## src/rtl/dmem_sram_bridge.sv

```systemverilog
// M-stage data memory to SRAM-like bus bridge: one access in flight, pipeline
// stalled until the bus responds, aborted with mem_err on a wait timeout.
module dmem_sram_bridge #(
  parameter int TIMEOUT = 255
) (
  input  logic        clk,
  input  logic        rst,
  input  logic        mem_en,
  input  logic [3:0]  mem_wen,
  input  logic [31:0] mem_addr,
  input  logic [31:0] mem_wdata,
  output logic [31:0] mem_rdata,
  output logic        mem_stall,
  output logic        mem_err,
  output logic        bus_req,
  output logic        bus_wr,
  output logic [1:0]  bus_size,
  output logic [31:0] bus_addr,
  output logic [31:0] bus_wdata,
  input  logic        bus_addr_ok,
  input  logic        bus_data_ok,
  input  logic [31:0] bus_rdata
);

  // state  | meaning
  // IDLE   | waiting for a valid M-stage access
  // REQ    | request on the bus, waiting for addr_ok
  // RESP   | request accepted, waiting for data_ok
  // DONE   | pipeline-advance cycle, access retired (or aborted)
  typedef enum logic [1:0] {S_IDLE, S_REQ, S_RESP, S_DONE} state_t;

  localparam logic [8:0] LP_TIMEOUT = 9'(TIMEOUT);

  state_t      r_state;
  state_t      w_next;
  logic [7:0]  r_cnt;
  logic        r_wr;
  logic [1:0]  r_size;
  logic [31:0] r_addr;
  logic [31:0] r_wdata;
  logic [31:0] r_rdata;
  logic        r_err;

  logic        w_legal;
  logic        w_wr;
  logic [1:0]  w_size;
  logic [31:0] w_addr;
  logic [8:0]  w_cnt_inc;
  logic        w_timeout;
  logic        w_capture;
  logic        w_err_set;
  logic        w_abort;
  logic        w_load;

  always_comb begin
    w_legal = 1'b1;
    w_wr    = 1'b1;
    w_size  = 2'd2;
    w_addr  = mem_addr;
    case (mem_wen)
      4'b0000: begin
        w_wr   = 1'b0;
        w_addr = {mem_addr[31:2], 2'b00};
      end
      4'b0001, 4'b0010, 4'b0100, 4'b1000: w_size = 2'd0;
      4'b0011, 4'b1100:                   w_size = 2'd1;
      4'b1111:                            w_size = 2'd2;
      default: begin
        w_legal = 1'b0;
        w_wr    = 1'b0;
      end
    endcase
  end

  // The counter is cleared on entry, so it equals cycles already spent here.
  assign w_cnt_inc = {1'b0, r_cnt} + 9'd1;
  assign w_timeout = (w_cnt_inc == LP_TIMEOUT);

  always_comb begin
    w_next    = r_state;
    w_capture = 1'b0;
    w_err_set = 1'b0;
    w_abort   = 1'b0;
    w_load    = 1'b0;
    case (r_state)
      S_IDLE: begin
        if (mem_en) begin
          if (w_legal) begin
            w_capture = 1'b1;
            w_next    = S_REQ;
          end else begin
            w_err_set = 1'b1;
            w_next    = S_DONE;
          end
        end
      end
      S_REQ: begin
        if (bus_addr_ok) begin
          w_next = S_RESP;
        end else if (w_timeout) begin
          w_abort   = 1'b1;
          w_err_set = 1'b1;
          w_next    = S_DONE;
        end
      end
      S_RESP: begin
        if (bus_data_ok) begin
          w_load = ~r_wr;
          w_next = S_DONE;
        end else if (w_timeout) begin
          w_abort   = 1'b1;
          w_err_set = 1'b1;
          w_next    = S_DONE;
        end
      end
      default: w_next = S_IDLE;
    endcase
  end

  always_ff @(posedge clk or negedge rst) begin
    if (!rst) begin
      r_state <= S_IDLE;
      r_cnt   <= 8'd0;
    end else begin
      r_state <= w_next;
      if (w_next != r_state) begin
        r_cnt <= 8'd0;
      end else if (r_state == S_REQ || r_state == S_RESP) begin
        r_cnt <= r_cnt + 8'd1;
      end
    end
  end

  always_ff @(posedge clk or negedge rst) begin
    if (!rst) begin
      r_wr    <= 1'b0;
      r_size  <= 2'd0;
      r_addr  <= 32'd0;
      r_wdata <= 32'd0;
      r_rdata <= 32'd0;
      r_err   <= 1'b0;
    end else begin
      if (w_capture) begin
        r_wr    <= w_wr;
        r_size  <= w_size;
        r_addr  <= w_addr;
        r_wdata <= mem_wdata;
      end
      if (w_abort) begin
        r_rdata <= 32'd0;
      end else if (w_load) begin
        r_rdata <= bus_rdata;
      end
      r_err <= w_err_set;
    end
  end

  assign bus_req   = (r_state == S_REQ);
  assign bus_wr    = r_wr;
  assign bus_size  = r_size;
  assign bus_addr  = r_addr;
  assign bus_wdata = r_wdata;
  assign mem_rdata = r_rdata;
  assign mem_err   = r_err;

  // Gated with rst so a held mem_en cannot stall the pipeline during reset.
  assign mem_stall = rst & (((r_state == S_IDLE) & mem_en & w_legal) |
                            (r_state == S_REQ) | (r_state == S_RESP));

endmodule
```

## config.mk

```make
export PLATFORM = sky130hd
export DESIGN_NAME = dmem_sram_bridge
export DESIGN_NICKNAME = d
export VERILOG_FILES = /design/src/rtl/dmem_sram_bridge.sv
export SDC_FILE = /design/constraint.sdc
export NUM_CORES = 1
export LEC_CHECK = 0
export CORE_UTILIZATION = 46
export CTS_CLUSTER_SIZE = 16
export DETAILED_ROUTE_END_ITERATION = 12
export GPL_TIMING_DRIVEN = 0
export PLACE_DENSITY = 0.92
export SETUP_SLACK_MARGIN = 0.02
export SLEW_MARGIN = 10
export SYNTH_ARGS = -nofsm -noshare
export SYNTH_HDL_FRONTEND = slang
export SYNTH_SLANG_ARGS = --single-unit
```

## constraint.sdc

```tcl
create_clock -name clk -period 5.4 [get_ports clk]
set_input_delay 1.62 -clock clk [delete_from_list [all_inputs] [get_ports clk]]
set_output_delay 1.62 -clock clk [all_outputs]
set_load 0.005 [all_outputs]
```

==> impl_metrics.json <==
{
  "diodes": 0,
  "ys_top_cells_by_count": "dfrtp_1, mux2_1, nor2_1, mux2i_1",
  "path_cells": "clkdlybuf4s50_1 > and4_4 > nor2_4 > nor2_8 > buf_6 > o31a_1 > clkdlybuf4s50_1",
  "async_flop_share_pct": 100,
  "netlist_instances": 358,
  "place.gp.congestion": 0.820,
  "dpl_cell_area_sq_um": 7010,
  "crit_family": "buffers and inverters",
  "dp_hpwl_um": 9240,
  "rows": 36,
  "finalClockSkew_ps": 8.58,
  "synthSimpleGateAreaFrac_pct": 8.49,
  "final_nets": 688,
  "fill_cells": 661,
  "fmax_mhz": 191,
  "synth_cell_types": 46,
  "wire_per_inst_um": 16.7,
  "drc_errors": 0,
  "ys_ff_latch": 110,
  "synthXorXnorAreaFrac_pct": 1.66,
  "setup_tns_ps": 0,
  "initial_core_util_pct": 48.0,
  "critical_path.endpoint_type": "primary output",
  "drive_gt1_share_pct": 7.75,
  "regArea_sq_um": 2750,
  "relSlewSlack_pct": 70.0,
  "crit_buf_inv": 3,
  "cts_tree": "yes",
  "num_vias": 3619,
  "synth_fa_ha_area_share_pct": 1.84,
  "pwr-share-clk_pct": 13.4,
  "leakagePower_nw": 3.24,
  "crit_slowest_cell": "clkdlybuf4s50_1",
  "crit_type": "in -> out",
  "clk_latency_ps": 360,
  "synth.net_count": 470,
  "syn_area_per_cell_sq_um": 13.3,
  "period_needed_ps": 5230,
  "power_frac_comb_pct": 46.9,
  "drtPass1Iterations": 4,
  "hold_buffers": 0,
  "outcome": "completed",
  "clk_pin_slew_ps": 90,
  "critPathLaunchType": "input port",
  "synth_top_family_by_area": "multiplexers",
  "hold_viol_final": 0,
  "htreeDepth": 3,
  "setup_viol": 0,
  "ys_top_cells_by_area": "dfrtp_1, mux2_1, mux2i_1",
  "ir_worst_vdd_v": 0.000285,
  "seq_power_share_pct": 39.7,
  "grt_use_met1_pct": 27.7,
  "synth_compound_area_share_pct": 5.41,
  "crit_arrival_ps": 3610,
  "crit_top_cell": "clkdlybuf4s50_1",
  "synth_area_sq_um": 4760,
  "yosysTopAreaCell": "dfrtp_1",
  "root_buffer": "clkbuf_8",
  "power.density_nw_per_um2": 498,
  "grt_util_met3_pct": 4.47,
  "whs_ps": 493,
  "final_util_pct": 72.8,
  "numPortBuffers": 205,
  "core_area_sq_um": 9910,
  "synth_edf_count": 0,
  "cap_violations": 0,
  "grt-ovfl-total": 0,
  "die_y_um": 104,
  "die_w_um": 104,
  "synth_most_common_cell": "dfrtp_1",
  "cts_buffer_depth": 2,
  "swShare_pct": 30.7,
  "top_usage_layer": "met2",
  "cp_max_fo": 10,
  "rsz0062_at_grt": "false",
  "slew_violations": 0,
  "cts.sinks": 110,
  "ant_nets": 0,
  "cts_made_buffers": 9,
  "track_usage_pct": 23.1,
  "yosysSeqAreaShare_pct": 57.8,
  "muxShareOfSynthArea_pct": 21.4,
  "synth-warning-count": 0,
  "ys.flop_type": "dfrtp_1",
  "required_ps": 3780,
  "tightest_slew_ps": 449,
  "grt.met2_usage_pct": 41.2,
  "max_stage_delay_ps": 650,
  "grt_pass1_vias": 3816,
  "fin_crit_sh_pct": 96.9,
  "stdcell_area_sq_um": 7210,
  "grt_pass1_wl_um": 19600,
  "antenna_found_initial": 0,
  "drtIter0Drc": 117,
  "die-area_sq_um": 10800,
  "wl_um": 12000,
  "num_io_pins": 207,
  "vias_per_cell": 5.07,
  "grt_max_degree": 68,
  "syn2layout_area_growth_pct": 51.5,
  "hold_path.class": "reg -> reg",
  "p_int_w": 0.00249,
  "multi_input_area_sq_um": 1850,
  "switchingPower_w": 0.00110,
  "synth_top_cell_area_share_pct": 57.8
}
-- state kept, by name, summed over array words and instances (netlist names) --
name       cells
bus_addr      32
bus_size       2
bus_wdata     32
bus_wr         1
mem_err        1
mem_rdata     32
r_cnt          8
r_state        2
-- per-stage QoR --
stage                     cells  worst slack (ps)  power, W
after detailed placement    697             -4.25   0.00315
after CTS                   714               175   0.00363
after global routing        714              83.0   0.00382
after floorplan             358              1290   0.00208
after global placement      696             -2810   0.00305
final                       714               169   0.00360
-- path summary, 6_finish.rpt --
check | start | endpoint | slack [ps] | cells past startpoint
worst max register to register | r_state[0]$_DFF_PN0_ | bus_addr[28]$_DFFE_PN0P_ | 3230 | 8
worst min register to register | bus_wdata[8]$_DFFE_PN0P_ | bus_wdata[8]$_DFFE_PN0P_ | 490 | 1
min in group asynchronous | rst | mem_rdata[25]$_DFFE_PN0P_ | 1170 | 1
max in group asynchronous | rst | bus_wdata[8]$_DFFE_PN0P_ | 3540 | 2
worst min-delay path | bus_wdata[8]$_DFFE_PN0P_ | bus_wdata[8]$_DFFE_PN0P_ | 490 | 1
worst max-delay path | mem_wen[1] | mem_stall | 170 | 7
-- logic make-up (layout without fill, tap and decap cells) --
group | Yosys count | in the layout
simple gates | 83 | 83
compound gates | 34 | 34
flops | 110 | 110
fa+ha+maj | 7 | 7
xor+xnor | 9 | 9
mux | 94 | 94
buf+inv | 21 | 244
-- per-layer routing --
| metal | vias to the layer above | share of wire (%) | wire length, um |
|---|---|---|---|
| met2 | 127 | 52 | 6270 |
| met4 | 0 | 2.3 | 275 |
| li1 | 1679 | - | - |
| met5 | - | 0 | 0 |
| met3 | 24 | 4.7 | 558 |
| met1 | 1789 | 41 | 4850 |
-- repair_timing --
| action | 4_1_cts | 5_1_grt |
|---|---|---|
| buffers inserted | 1 | 0 |
| gates resized for setup | 2 | 0 |
| endpoints found under the setup margin | 1 | 0 |
-- layout make-up --
| type | count | share of cell area, % |
|---|---|---|
| clock inverter | 5 | 0.833 |
| timing repair buffer | 207 | 28.9 |
| buffer | 16 | 1.98 |
| multi-input combinational | 227 | 25.7 |
| sequential | 110 | 38.2 |
| tap | 133 | 2.31 |
| clock buffer | 11 | 1.82 |
| inverter | 5 | 0.260 |
-- cell usage in the layout (no fill, tap or decap), drive strengths merged, types with 2 or more instances in the layout --
cell / count
nor3: 3
o21ai: 7
nand2: 9
and3: 2
nand2b: 2
nand3: 6
or2: 4
inv: 5
a21oi: 8
mux2: 62
xor2: 3
a31oi: 2
dfrtp: 110
clkdlybuf4s50: 203
o31ai: 3
o22ai: 4
clkbuf: 13
nor2: 51
a22o: 2
and4: 3
xnor2: 6
buf: 17
ha: 7
clkinv: 3
mux2i: 32
-- power groups by stage --
stage / sequential, W / combinational, W / clock [W]
floorplan: 0.00145 / 0.000628 / 0
global placement: 0.00142 / 0.00163 / 0
detailed placement: 0.00145 / 0.00170 / 0
CTS: 0.00143 / 0.00171 / 0.000495
global route: 0.00148 / 0.00181 / 0.000532
finish: 0.00143 / 0.00169 / 0.000481
-- worst reg2reg max path, cell delays in order, from the launching register on --
cell	delay [ps]
dfrtp_1	480
inv_1	150
ha_1	150
buf_2	180
nand2_2	180
nor2_8	150
buf_4	240
buf_8	170
mux2_1	350
(Power assumes the default switching activity.)
